<file path="src/rtl/ps2_key_decoder.sv">
// rtl/ps2_key_decoder.sv - PS/2 keyboard receiver mapping scan codes to per-player one-hot button vectors.
module ps2_key_decoder #(
    parameter int TIMEOUT_CYCLES = 2500
) (
    input  logic       clk_25m,
    input  logic       rst_n,
    input  logic       ps2_clk,
    input  logic       ps2_data,
    output logic [4:0] player1_btns,
    output logic [4:0] player2_btns,
    output logic       scan_valid,
    output logic [7:0] scan_code,
    output logic       frame_err
);

    localparam logic [11:0] TIMEOUT_LIM = 12'(TIMEOUT_CYCLES);

    typedef enum logic [1:0] {
        ST_IDLE,
        ST_DATA,
        ST_PARITY,
        ST_STOP
    } rx_state_t;

    rx_state_t   state;
    rx_state_t   state_nxt;
    logic [2:0]  clk_sh;
    logic [1:0]  dat_sh;
    logic        fall_stb;
    logic        dat_q;
    logic [11:0] idle_cnt;
    logic [2:0]  bit_cnt;
    logic [7:0]  shreg;
    logic        par_ok;
    logic        good_frame;
    logic        bad_frame;
    logic        ext;
    logic        brk;
    logic [4:0]  held1;
    logic [4:0]  held2;
    logic [4:0]  key_p1;
    logic [4:0]  key_p2;

    // Strobe is registered so data sampled alongside it stays aligned with the synchronised clock.
    always_ff @(posedge clk_25m or negedge rst_n) begin
        if (!rst_n) begin
            clk_sh   <= 3'b111;
            dat_sh   <= 2'b11;
            fall_stb <= 1'b0;
            dat_q    <= 1'b1;
        end else begin
            clk_sh   <= {clk_sh[1:0], ps2_clk};
            dat_sh   <= {dat_sh[0], ps2_data};
            fall_stb <= clk_sh[2] & ~clk_sh[1];
            dat_q    <= dat_sh[1];
        end
    end

    always_ff @(posedge clk_25m or negedge rst_n) begin
        if (!rst_n) begin
            idle_cnt <= 12'd0;
        end else if (fall_stb) begin
            idle_cnt <= 12'd0;
        end else if (idle_cnt != 12'hFFF) begin
            idle_cnt <= idle_cnt + 12'd1;
        end
    end

    always_comb begin
        state_nxt  = state;
        good_frame = 1'b0;
        bad_frame  = 1'b0;
        if (state != ST_IDLE && idle_cnt >= TIMEOUT_LIM) begin
            state_nxt = ST_IDLE;
            bad_frame = 1'b1;
        end else if (fall_stb) begin
            case (state)
                ST_IDLE: begin
                    if (dat_q) begin
                        bad_frame = 1'b1;
                    end else begin
                        state_nxt = ST_DATA;
                    end
                end
                ST_DATA: begin
                    if (bit_cnt == 3'd7) begin
                        state_nxt = ST_PARITY;
                    end
                end
                ST_PARITY: state_nxt = ST_STOP;
                ST_STOP: begin
                    if (dat_q && par_ok) begin
                        good_frame = 1'b1;
                    end else begin
                        bad_frame = 1'b1;
                    end
                    state_nxt = ST_IDLE;
                end
                default: state_nxt = ST_IDLE;
            endcase
        end
    end

    always_ff @(posedge clk_25m or negedge rst_n) begin
        if (!rst_n) begin
            state      <= ST_IDLE;
            bit_cnt    <= 3'd0;
            shreg      <= 8'd0;
            par_ok     <= 1'b0;
            scan_valid <= 1'b0;
            frame_err  <= 1'b0;
            scan_code  <= 8'd0;
        end else begin
            state      <= state_nxt;
            scan_valid <= good_frame;
            frame_err  <= bad_frame;
            if (good_frame) begin
                scan_code <= shreg;
            end
            if (fall_stb) begin
                case (state)
                    ST_IDLE: bit_cnt <= 3'd0;
                    ST_DATA: begin
                        shreg   <= {dat_q, shreg[7:1]};
                        bit_cnt <= bit_cnt + 3'd1;
                    end
                    ST_PARITY: par_ok <= ^{shreg, dat_q};
                    default: ;
                endcase
            end
        end
    end

    // Extended-only codes are rejected when ext is clear, and vice versa; 0x5A ignores ext.
    always_comb begin
        key_p1 = 5'b00000;
        key_p2 = 5'b00000;
        case (scan_code)
            8'h1D: key_p1 = ext ? 5'b00000 : 5'b00001;
            8'h1B: key_p1 = ext ? 5'b00000 : 5'b00010;
            8'h1C: key_p1 = ext ? 5'b00000 : 5'b00100;
            8'h23: key_p1 = ext ? 5'b00000 : 5'b01000;
            8'h29: key_p1 = ext ? 5'b00000 : 5'b10000;
            8'h75: key_p2 = ext ? 5'b00001 : 5'b00000;
            8'h72: key_p2 = ext ? 5'b00010 : 5'b00000;
            8'h6B: key_p2 = ext ? 5'b00100 : 5'b00000;
            8'h74: key_p2 = ext ? 5'b01000 : 5'b00000;
            8'h5A: key_p2 = 5'b10000;
            default: ;
        endcase
    end

    always_ff @(posedge clk_25m or negedge rst_n) begin
        if (!rst_n) begin
            ext   <= 1'b0;
            brk   <= 1'b0;
            held1 <= 5'b00000;
            held2 <= 5'b00000;
        end else if (frame_err) begin
            ext <= 1'b0;
            brk <= 1'b0;
        end else if (scan_valid) begin
            case (scan_code)
                8'hE0: ext <= 1'b1;
                8'hF0: brk <= 1'b1;
                default: begin
                    held1 <= brk ? (held1 & ~key_p1) : (held1 | key_p1);
                    held2 <= brk ? (held2 & ~key_p2) : (held2 | key_p2);
                    ext   <= 1'b0;
                    brk   <= 1'b0;
                end
            endcase
        end
    end

    function automatic logic [4:0] encode_btns(input logic [4:0] held);
        if (held[0])      encode_btns = 5'b00001;
        else if (held[1]) encode_btns = 5'b00010;
        else if (held[2]) encode_btns = 5'b00100;
        else if (held[3]) encode_btns = 5'b01000;
        else if (held[4]) encode_btns = 5'b10000;
        else              encode_btns = 5'b00000;
    endfunction

    always_ff @(posedge clk_25m or negedge rst_n) begin
        if (!rst_n) begin
            player1_btns <= 5'b00000;
            player2_btns <= 5'b00000;
        end else begin
            player1_btns <= encode_btns(held1);
            player2_btns <= encode_btns(held2);
        end
    end

endmodule
</file>
<file path="config.mk">
export PLATFORM = sky130hd
export DESIGN_NAME = ps2_key_decoder
export DESIGN_NICKNAME = d
export VERILOG_FILES = /design/src/rtl/ps2_key_decoder.sv
export SDC_FILE = /design/constraint.sdc
export NUM_CORES = 1
export LEC_CHECK = 0
export BUFFER_PORTS_ARGS = -buffer_cell sky130_fd_sc_hd__buf_2
export CAP_MARGIN = 20
export CORE_AREA = 2 2 72 74
export CTS_CLUSTER_SIZE = 25
export DETAILED_ROUTE_END_ITERATION = 6
export DIE_AREA = 0 0 74 76
export GPL_TIMING_DRIVEN = 0
export PLACE_DENSITY = 0.77
export SETUP_SLACK_MARGIN = 0.05
export SLEW_MARGIN = 20
export SYNTH_ARGS = -nofsm -noshare
export SYNTH_HDL_FRONTEND = slang
export SYNTH_SLANG_ARGS = --single-unit
</file>
<file path="constraint.sdc">
create_clock -name clk_25m -period 4.7 [get_ports clk_25m]
set_input_delay 0.705 -clock clk_25m [delete_from_list [all_inputs] [get_ports clk_25m]]
set_output_delay 0.705 -clock clk_25m [all_outputs]
set_load 0.03 [all_outputs]
</file>
# == After elaboration in Yosys (flattened, before gate mapping) ==
# Index checks and enable logic that the tools add are counted.
# totals
input_bits,4
ram_bits,0
register_bits,65
rom_bits,0
latch_bits,0
memories,0
# op_classes
n_div,0
n_addsub,2
n_reduce_logical,17
bitwise,10
eq_ne,21
mul,0
mux,46
shift,0
order_cmp,1
# op_table
cell,n
2-to-1 mux 5 bit,13
one-hot mux 5 bit (5 select lines),2
"== test 8 x 7 -> 1 bit, second input constant",5
"== test 8 x 5 -> 1 bit, second input constant",3
2-to-1 mux 12 bit,2
"== test 8 x 6 -> 1 bit, second input constant",2
"== test 8 bit, second input constant",2
2-to-1 mux 1 bit,14
"adder 12 x 1 -> 12 bit, second input constant",1
">= comparator 12 bit, second input constant",1
2-to-1 mux 2 bit,6
"!= test 12 bit, second input constant",1
AND 5 bit,2
inverter 5 bit,2
OR 5 bit,2
AND reduction 2 bit,5
nonzero test 2 bit,5
parity 9 bit,1
2-to-1 mux 4 bit,2
one-hot mux 2 bit (4 select lines),1
2-to-1 mux 3 bit,2
"!= test 3 bit, second input constant",2
one-hot mux 1 bit (2 select lines),3
one-hot mux 3 bit (2 select lines),1
11 further kinds,17

# == Logic depth before layout (Yosys ltp) ==
# Gate-level depths: netlist (run 1).
# depth
ltp_word,5
ltp_mapped,6
mapped_depth_nobuf,6

# == Worst setup path after synthesis (run 1) ==
# OpenSTA, ideal clock, no wires.
# synth_path
kind,reg2reg
from,register idle_cnt[4]
to,register scan_code[0]
setup_slack_ns,2.775
stages_incl_launch_ff,6
n_path_buf,1
t_arrival_ns,1.799
path_cell_list,dfrtp_1 -> or4_4 -> a211oi_4 -> o21a_1 -> buf_6 -> mux2_4
# synth_via
elab_chain_cells,3
# synth_lines
element,line,rtl
from (decl),31,logic [11:0] idle_cnt;
from (signal assigned),65,idle_cnt <= idle_cnt + 12'd1;
>= comparator 12 bit,73,if (state != ST_IDLE && idle_cnt >= TIMEOUT_LIM) begin
logical AND 1 bit,73,
2-to-1 mux 1 bit,73,
via good_frame,35,logic good_frame;
to (signal assigned),118,scan_code <= shreg;
to (decl),12,"output logic [7:0] scan_code,"
# The timed path passes the listed nets, and every way through them passes these cells.
# A chain may end at the register's enable or synchronous reset.

# == Worst setup path in the final report (run 1) ==
# layout_path
from,register idle_cnt[4]
to,register scan_code[3]
# Same word-level chain as after synthesis.

==> results by group, run 1 <==
Run
  – Max-cap viol count: 0

Finish
  – Filler cells: 365
  – Final Util: 0.690
  – Area of the multi-input gates: 1210 um^2
  – Most common cell after layout, fill and taps aside: dfrtp_1
  – Ant diodes: 0
  – Register area: 1630 um^2
  – Most frequent cells in the layout: 59 x dfrtp_1, 23 x buf_2, 18 x inv_1
  – Non-filler cells, final: 361
  – Layout cells sized above 1: 0.234
  – Post-route cell area: 3390 um^2
  – P&R area growth vs syn: 15.3%
  – Nets: 298

Clock tree
  – Post-CTS Resized: 0
  – CTS tree: done
  – CTS Buffer Depth: 2
  – Htree depth: 3
  – Clock-pin slew on the worst setup and hold paths: 0.07 ns
  – Cts hold-fix bufs: 0
  – Clock Sinks: 65
  – CTS Buf Count: 9
  – CTS Root Cell: clkbuf_8
  – Clock Latency Late Sink: 0.34 ns
  – Post-CTS Setup Inserts: 0

Pwr
  – Static leakage: 0.00162 uW
  – Pwr/cell area: 497 nW/um^2
  – Max IR drop VDD: 0.279 mV

Synthesis
  – Syn Std Cell Area: 2940 um^2
  – Share of Yosys cell area claimed by the top area cell type: 0.502
  – Number of synthesized flops with an enable pin: 0
  – Cell count after synthesis: 252
  – Post-Synthesis Net Count: 264
  – Register area share after synthesis: 0.556
  – Synth Warn #: 0
  – Post-synth top flop: dfrtp_1
  – Synth area leaders: dfrtp_1 50%, dfstp_2 5.4%, mux2_4 4.1%, ha_1 3.4%, mux2i_1 3.4%
  – Ys async rst share: 1.00
  – Syn Area/Cell: 11.7 um^2
  – Count of distinct cell types in the synthesized netlist: 48
  – Yosys top cell by area: dfrtp_1
  – Yosys reg bits: 65

Timing
  – Final Max Tran Viols: 0
  – Skew final: 0.00822 ns
  – Final Setup Violations: 0
  – Worst-Margin Slew: 0.754 ns
  – Final WS setup: 2.65 ns
  – Period minus WS final: 2.05 ns
  – Max frequency: 487 MHz
  – Final Hold Vio Count: 0
  – Period Utilization, post-route: 0.437
  – Setup TNS Final: 0 ns
  – RSZ-0062 raised after global routing: no
  – Slew headroom: 0.497

Setup path
  – Required time worst endpoint: 4.92 ns
  – Critical Path Start Type: register
  – WP data arrival: 2.28 ns
  – Critical path class: register to register
  – Highest net fanout along the worst path: 9
  – Crit end category: register

Floorplanning
  – CORE AREA: 4910 um^2
  – Overall die width: 74 um
  – I/O pins: 24
  – Initial Util: 0.599
  – Cell Rows: 26
  – Die height: 76 um
  – Die area: 5620 um^2

Placed design
  – Cells after DPL: 345
  – Dpl ws: 2.66 ns
  – DP HPWL: 3400 um
  – Placed Area: 3150 um^2
  – Placer Congestion: 0.830
  – I/O Buffers: 23

Route
  – DRT Pass-1 Iters: 5
  – Post-DRT Antenna Nets: 0
  – DR vias: 2059
  – 1st-iter DRT viols: 93
  – Final wirelength: 5100 um
  – WL per Instance: 14.1 um
  – DR DRC count: 0
  – Vias per cell: 5.70

Outcome
  – Outcome: finished clean

GRT
  – Total grt overflow: 0
  – GRT Util Overall: 0.209
  – Vias in the first global route: 2007
  – Pin count of the biggest net entering global routing: 66
  – Global-route wire length before repair: 8990 um
  – Antenna violations before repair: 0

Hold path
  – Hold crit path type: register to register
per-layer routing:
layer	share of wire	vias up	routed length, um	GRT usage
li1	-	976	-	-
met2	0.48	61	2460	0.316
met5	0	-	0	0
met1	0.45	1007	2270	0.274
met3	0.041	15	211	0.0450
met4	0.031	0	157	0.122
worst max-delay path: stages (launching register included):
cell	delay, ns
dfrtp_1	0.42
or4_4	0.56
a211oi_4	0.32
o21a_1	0.17
buf_6	0.16
mux2_4	0.31
final timing paths:
check | from | to | slack (ns) | cells past startpoint
worst max-delay path | idle_cnt[4] | scan_code[3] | 2.65 | 5
worst min register to register | dat_sh[0] | dat_sh[1] | 0.35 | 0
worst max register to register | idle_cnt[4] | scan_code[3] | 2.65 | 5
min in group asynchronous | rst_n | player2_btns[0] | 0.44 | 1
max in group asynchronous | rst_n | bit_cnt[2] | 3.77 | 1
worst min-delay path | dat_sh[0] | dat_sh[1] | 0.35 | 0
synthesized netlist by cell type, types with 2 or more instances:
cell and instances:
nand2b_1 3, a32o_1 2, dfstp_2 6, o21ai_0 10, o22ai_1 2, nand2_1 13
mux2i_1 10, xor2_1 2, nor4_1 7, nor3_1 6, ha_1 8, mux2_2 8
clkbuf_1 4, nand3_1 9, mux2_4 8, inv_1 18, and3_2 2, a21oi_1 11
o31ai_1 4, and4_1 2, nor2b_1 4, or3_1 6, nor2_1 16, xnor2_1 5
dfrtp_1 59, nand4b_1 2, nand4_1 4
cell type report:
cell class | count | area share
multi-input cells | 163 | 0.356
plain buffers | 6 | 0.00923
clock buffers | 11 | 0.0417
inverters | 18 | 0.0199
clock inverters | 5 | 0.0303
well taps | 70 | 0.0258
flip-flops and latches | 65 | 0.482
repair buffers | 23 | 0.0347
power by group:
group / leakage [uW] / total [uW] / switching (uW) / internal (uW)
Clock: 0.000120 / 577 / 211 / 366
Combinational: 0.000634 / 367 / 179 / 189
Sequential: 0.000866 / 741 / 96.2 / 645
Total: 0.00162 / 1690 / 486 / 1200
cells by family after synthesis:
kind of cell               Yosys count  share of synthesized area
muxes                               26                      0.106
xor gates and xnor gates             8                     0.0285
adders and majority gates            8                     0.0340
AOI/OAI and AO/OA                   39                     0.0898
DFF                                 65                      0.556
buffers and inverters               24                     0.0336
and+or+nand+nor                     82                      0.153
per-stage QoR:
stage,hold WS [ns],power (uW)
after global placement,0.345,1100
after detailed placement,0.349,1120
final,0.354,1690
after floorplan,0.345,1020
after global routing,0.358,1780
after CTS,0.358,1700
Power figures use the tool's default switching activity.
==> run 2: changes to the inputs <==
--- a/config.mk
+++ b/config.mk
@@ -5,14 +5,15 @@
 export SDC_FILE = /design/constraint.sdc
 export NUM_CORES = 1
 export LEC_CHECK = 0
+export ABC_AREA = 1
 export BUFFER_PORTS_ARGS = -buffer_cell sky130_fd_sc_hd__buf_2
 export CAP_MARGIN = 20
-export CORE_AREA = 2 2 72 74
+export CORE_AREA = 2 2 77 79
 export CTS_CLUSTER_SIZE = 25
 export DETAILED_ROUTE_END_ITERATION = 6
-export DIE_AREA = 0 0 74 76
+export DIE_AREA = 0 0 79 81
 export GPL_TIMING_DRIVEN = 0
-export PLACE_DENSITY = 0.77
+export PLACE_DENSITY = 0.72
 export SETUP_SLACK_MARGIN = 0.05
 export SLEW_MARGIN = 20
 export SYNTH_ARGS = -nofsm -noshare
==> constraint.sdc (replaced) <==
create_clock -name clk_25m -period 2.1 [get_ports clk_25m]
set_input_delay 0.315 -clock clk_25m [delete_from_list [all_inputs] [get_ports clk_25m]]
set_output_delay 0.315 -clock clk_25m [all_outputs]
set_load 0.03 [all_outputs]
==> run 2 against run 1 <==
  * Via count rose by 23%
  * Worst hold slack got worse by 0.29 ns
  * Fmax rose by 28%
  * Synthesized cell count rose by 52%
  * Critical path depth rose by 4
  * Highest routed layer unchanged
  * Total power rose by 91%
  * Clock skew fell by 0.0028 ns
  * Clock-buffer cell count rose by 2
  * Sequential cell count did not move
==> results by group, run 2 <==
Clock tree
  – Post-CTS Resized: 0
  – Clock Sinks: 65
  – Post-CTS Setup Inserts: 0
  – Cts hold-fix bufs: 0
  – Clock-pin slew on the worst setup and hold paths: 0.06 ns
  – CTS Buffer Depth: 2
  – CTS tree: done
  – CTS Buf Count: 9
  – CTS Root Cell: clkbuf_8
  – Htree depth: 3
  – Clock Latency Late Sink: 0.33 ns

Finish
  – Ant diodes: 0
  – Layout cells sized above 1: 0.180
  – Most frequent cells in the layout: 112 x nand2_1, 59 x dfrtp_1, 45 x inv_1
  – Nets: 430
  – P&R area growth vs syn: 12.1%
  – Most common cell after layout, fill and taps aside: nand2_1
  – Filler cells: 511
  – Post-route cell area: 3560 um^2

Synthesis
  – Cell count after synthesis: 384
  – Most numerous cell in the Yosys netlist: nand2_1
  – Ys async rst share: 1.00
  – Share of Yosys cell area claimed by the top area cell type: 0.465
  – Top post-synthesis cells by count: 112 x nand2_1, 59 x dfrtp_1, 45 x inv_1
  – Synth area leaders: dfrtp_1 46%, nand2_1 13%, inv_1 5.3%, dfstp_2 5.0%, nand3_1 4.1%
  – Count of distinct cell types in the synthesized netlist: 31
  – Syn Area/Cell: 8.28 um^2
  – Post-Synthesis Net Count: 396
  – Yosys top cell by area: dfrtp_1
  – Register area share after synthesis: 0.514
  – Post-synth top flop: dfrtp_1
  – Synth Warn #: 0
  – Yosys reg bits: 65
  – Number of synthesized flops with an enable pin: 0
  – Syn Std Cell Area: 3180 um^2

Floorplanning
  – I/O pins: 24
  – Cell Rows: 28
  – Die area: 6400 um^2
  – Die height: 81 um
  – Overall die width: 79 um
  – Initial Util: 0.560
  – CORE AREA: 5680 um^2

Pwr
  – Switching Share: 0.333
  – Static leakage: 0.00180 uW
  – Clock power share: 0.288
  – Reg power frac: 0.492
  – NetSw: 1070 uW
  – Comb pwr share: 0.220
  – Max IR drop VDD: 0.570 mV
  – Pwr/cell area: 904 nW/um^2
  – Pint: 2150 uW

GRT
  – Total grt overflow: 0
  – Pin count of the biggest net entering global routing: 66
  – Grt met3 use: 0.0533
  – Antenna violations before repair: 0
  – Vias in the first global route: 2318
  – GRT busiest layer: met2
  – Global-route wire length before repair: 10000 um
  – GR Util met2: 0.342
  – GR met1 Demand/Resource: 0.244
  – GRT Util Overall: 0.200

Run
  – Max-cap viol count: 0

Placed design
  – I/O Buffers: 23
  – Placed Area: 3390 um^2
  – DP HPWL: 4320 um
  – Placer Congestion: 0.908

Route
  – 1st-iter DRT viols: 135
  – DR DRC count: 0
  – Vias per cell: 5.10
  – Final wirelength: 5860 um
  – WL per Instance: 11.8 um
  – Post-DRT Antenna Nets: 0
  – DRT Pass-1 Iters: 4
  – DR vias: 2539

Timing
  – Final Hold Vio Count: 0
  – Slew headroom: 0.478
  – Skew final: 0.00539 ns
  – Setup TNS Final: 0 ns
  – Worst-Margin Slew: 0.783 ns
  – Final Max Tran Viols: 0
  – Final Setup Violations: 0
  – Period Utilization, post-route: 0.766
  – Period minus WS final: 1.61 ns
  – RSZ-0062 raised after global routing: no
  – Max frequency: 621 MHz

Setup path
  – Crit-path cells: inv_1 -> ha_1 -> inv_1 -> nand2_1 -> a31oi_1 -> nand2_2 -> nand2_4 -> buf_6 -> o21ai_2
  – Critical Path Start Type: register
  – R2r worst-path depth: 9
  – Required time worst endpoint: 2.32 ns
  – Max stage delay on crit path: 0.40 ns
  – Highest net fanout along the worst path: 10
  – Most frequent cell on the critical path: inv_1
  – Critical path class: register to register
  – WP data arrival: 1.83 ns
  – Crit end category: register
  – Slowest CP cell: dfrtp_1

Outcome
  – Outcome: finished clean

Hold path
  – Hold crit path type: input pin to asynchronous set/reset pin
## run 2: cell count changes after synthesis, sizes merged, moves of 7 or more
cell   delta
mux2     -16
inv      +29
nor2     +23
o21ai    +27
nand2   +105
or3       -7
nand3    +17
mux2i    -10
## run 2: final timing paths
path,end,slack [ns],startpoint
hold / removal,idle_cnt[3],0.06,rst_n
setup reg to reg,scan_code[1],0.49,state[0]
setup / recovery,scan_code[1],0.49,state[0]
min in group clk_25m,dat_sh[0],0.08,ps2_data
hold reg to reg,clk_sh[1],0.36,clk_sh[0]
max in group asynchronous,par_ok,1.52,rst_n
## run 2: cell families (layout without fill, tap and decap cells)
family / Yosys count / count (layout) / share of synthesized area
compound gates: 49 / 49 / 0.0921
xor+xnor: 2 / 2 / 0.00551
flops: 65 / 65 / 0.514
simple gates: 207 / 207 / 0.289
fa+ha+maj: 8 / 8 / 0.0315
buf+inv: 53 / 92 / 0.0681
## run 2: power groups by stage
stage | clock network, uW | registers [uW] | logic [uW]
final | 928 | 1580 | 709
after CTS | 948 | 1590 | 714
after global routing | 1020 | 1610 | 821
after global placement | 0 | 1600 | 689
after detailed placement | 0 | 1610 | 710
after floorplan | 0 | 1590 | 521
## run 2: metrics by stage
stage               power (uW)  setup slack, ns  std cells  hold slack (ns)   util
finish                    3220            0.491        498           0.0650  0.628
CTS                       3250            0.463        498           0.0683  0.628
global placement          2290            0.510        482            0.346  0.597
detailed placement        2320            0.484        482            0.349  0.597
global route              3450            0.345        498           0.0495  0.628
floorplan                 2120            0.664        384           0.0194      -
## run 2: cell type report
cell class                 instances  area, um^2  share of cell area
buffer                             5        36.3              0.0102
clock buffer                      13         159              0.0446
clock inverter                     3        15.0             0.00421
inverter                          48         180              0.0506
multi-input combinational        266        1330               0.373
sequential                        65        1630               0.459
tap                               75        93.8              0.0263
timing repair buffer              23         118              0.0330
## run 2: routing by layer
layer,share of wire,vias up,wire (um)
li1,-,1303,-
met1,0.46,1186,2720
met2,0.48,40,2830
met3,0.038,10,221
met4,0.016,0,96
met5,0,-,0
## run 2: critical path: cells and delay by family, from the launching register on
kind / cells / cell delay, ns
flip-flops: 1 / 0.40
buffers and inverters: 3 / 0.31
AND/OR/NAND/NOR: 3 / 0.30
adder cells (fa/ha/maj): 1 / 0.25
AO/OA/AOI/OAI: 2 / 0.23
==> run 3: changes to the inputs <==
==> constraint.sdc (replaced) <==
create_clock -name clk_25m -period 1.6 [get_ports clk_25m]
set_input_delay 0.24 -clock clk_25m [delete_from_list [all_inputs] [get_ports clk_25m]]
set_output_delay 0.24 -clock clk_25m [all_outputs]
set_load 0.03 [all_outputs]
==> run 3 against run 2 <==
  * The flow now finishes with violations (negative hold slack)
  * Clock power rose by 31%
  * Combinational power up 48%
  * Largest cell class unchanged
  * Critical path depth stayed put
  * Critical endpoint unchanged
  * Non-clock buffer count grew 8
  * First-iteration DRC count fell by 19%
  * Critical path type unchanged
==> results by group, run 3 (synthesized netlist as in run 2, its figures left out) <==
Clock tree
  – Htree depth: 3
  – CTS Buf Count: 9
  – CTS tree: done
  – CTS Root Cell: clkbuf_8
  – CTS Buffer Depth: 2
  – Clock-pin slew on the worst setup and hold paths: 0.06 ns
  – Clock Sinks: 65
  – Clock Latency Late Sink: 0.33 ns

Timing
  – Period Utilization, post-route: 0.916
  – Slew headroom: 0.483
  – RSZ-0062 raised after global routing: no
  – Final Hold Vio Count: 19
  – Setup TNS Final: 0 ns
  – Period minus WS final: 1.47 ns
  – Worst-Margin Slew: 0.776 ns
  – Max frequency: 682 MHz
  – Final Max Tran Viols: 0
  – Final Setup Violations: 0
  – Worst hold slack: -0.00994 ns
  – Skew final: 0.00549 ns

Finish
  – Filler cells: 495
  – Layout cells sized above 1: 0.211
  – Most frequent cells in the layout: 111 x nand2_1, 57 x dfrtp_1, 44 x inv_1
  – Ant diodes: 0
  – Most common cell after layout, fill and taps aside: nand2_1
  – P&R area growth vs syn: 15.7%
  – Nets: 438

Setup path
  – R2r worst-path depth: 9
  – Slowest CP cell: dfrtp_1
  – WP data arrival: 1.69 ns
  – Critical path class: register to register
  – Most frequent cell on the critical path: inv_1
  – FF-to-FF Start: state[1]
  – Crit-path cells: inv_1 -> ha_4 -> inv_1 -> nand2_1 -> a31oi_1 -> nand2_2 -> nand2_4 -> buf_8 -> o21ai_2
  – Required time worst endpoint: 1.82 ns
  – Critical Path Start Type: register
  – Crit end category: register
  – Max stage delay on crit path: 0.38 ns
  – Highest net fanout along the worst path: 10
  – Worst Setup SP: state[1]

GRT
  – Vias in the first global route: 2339
  – Antenna violations before repair: 0
  – Pin count of the biggest net entering global routing: 66
  – Global-route wire length before repair: 10100 um
  – GRT Util Overall: 0.202
  – Total grt overflow: 0

Pwr
  – Pwr Total: 4340 uW
  – Pwr/cell area: 1180 nW/um^2
  – Max IR drop VDD: 0.751 mV
  – Static leakage: 0.00185 uW

Floorplanning
  – Cell Rows: 28
  – Die area: 6400 um^2
  – Overall die width: 79 um
  – CORE AREA: 5680 um^2
  – Initial Util: 0.560
  – Die height: 81 um
  – I/O pins: 24

Run
  – Max-cap viol count: 0

Route
  – Vias per cell: 5.07
  – DR vias: 2563
  – Post-DRT Antenna Nets: 0
  – 1st-iter DRT viols: 110
  – WL per Instance: 12.0 um
  – DRT Pass-1 Iters: 4
  – DR DRC count: 0
  – Final wirelength: 6050 um

Placed design
  – Placer Congestion: 0.908
  – I/O Buffers: 23
  – DP HPWL: 4320 um

Outcome
  – Outcome: finished with violations
  – Failing checks: negative hold slack

Hold path
  – Hold crit path type: input pin to asynchronous set/reset pin
run 3: cell count changes in the layout (fill, tap and decap cells not counted), moves of 2 or more:
| cell | delta |
|---|---|
| dfrtp_1 | -2 |
| dfrtp_2 | +2 |
| dlygate4sd3_1 | +2 |
| buf_4 | +5 |
| ha_1 | -2 |
run 3: path summary, 6_finish.rpt:
check,to,slack [ns]
worst max-delay path,scan_code[1],0.13
worst min-delay path,idle_cnt[3],-0.01
worst max register to register,scan_code[1],0.13
worst min register to register,clk_sh[1],0.36
max in group asynchronous,scan_code[5],1.06
min in group clk_25m,clk_sh[1],0.36
run 3: metal layers:
| layer | share of wire | vias to the layer above | wire length [um] | global-route usage |
|---|---|---|---|---|
| met1 | 0.47 | 1203 | 2820 | 0.245 |
| met2 | 0.50 | 36 | 3010 | 0.344 |
| met4 | 0.0091 | 0 | 55 | 0.0793 |
| li1 | - | 1318 | - | - |
| met5 | 0 | - | 0 | 0 |
| met3 | 0.027 | 6 | 166 | 0.0533 |
run 3: critical path, delay by kind of cell (launching register included):
| family | cells | cell delay [ns] |
|---|---|---|
| AO/OA/AOI/OAI | 2 | 0.23 |
| AND/OR/NAND/NOR | 3 | 0.27 |
| buffers and inverters | 3 | 0.30 |
| adder cells (fa/ha/maj) | 1 | 0.18 |
| flip-flops | 1 | 0.38 |
run 3: final cells by class:
| class | count | area, um^2 | area share |
|---|---|---|---|
| timing repair buffer | 31 | 195 | 0.0531 |
| clock buffer | 13 | 159 | 0.0432 |
| multi-input combinational | 266 | 1360 | 0.369 |
| buffer | 5 | 41.3 | 0.0112 |
| clock inverter | 3 | 15.0 | 0.00408 |
| inverter | 48 | 180 | 0.0490 |
| sequential | 65 | 1640 | 0.445 |
| tap | 75 | 93.8 | 0.0255 |
run 3: through the flow:
stage               utilization  cells  cell area, um^2  worst slack (ns)  hold slack, ns
floorplan                     -    384             3180             0.164         -0.0556
global placement          0.597    482             3390            0.0279           0.346
detailed placement        0.597    482             3390           -0.0157           0.347
CTS                       0.638    502             3620            0.0686          0.0227
global route              0.648    506             3680            0.0430          0.0631
finish                    0.648    506             3680             0.134        -0.00994
run 3: what timing repair did:
| item | in CTS | in global routing |
|---|---|---|
| pin swaps | 2 | 2 |
| hold endpoints to repair | 2 | 0 |
| resized for setup | 3 | 8 |
| endpoints found under the setup margin | 16 | 28 |
| buffers inserted | 2 | 4 |
| hold buffers | 2 | 0 |
run 3: power breakdown:
part | internal [uW] | total (uW) | switching, uW | leakage (uW)
combinational | 395 | 1050 | 653 | 0.000888
sequential | 1860 | 2070 | 216 | 0.000864
clock | 640 | 1220 | 582 | 0.0000932
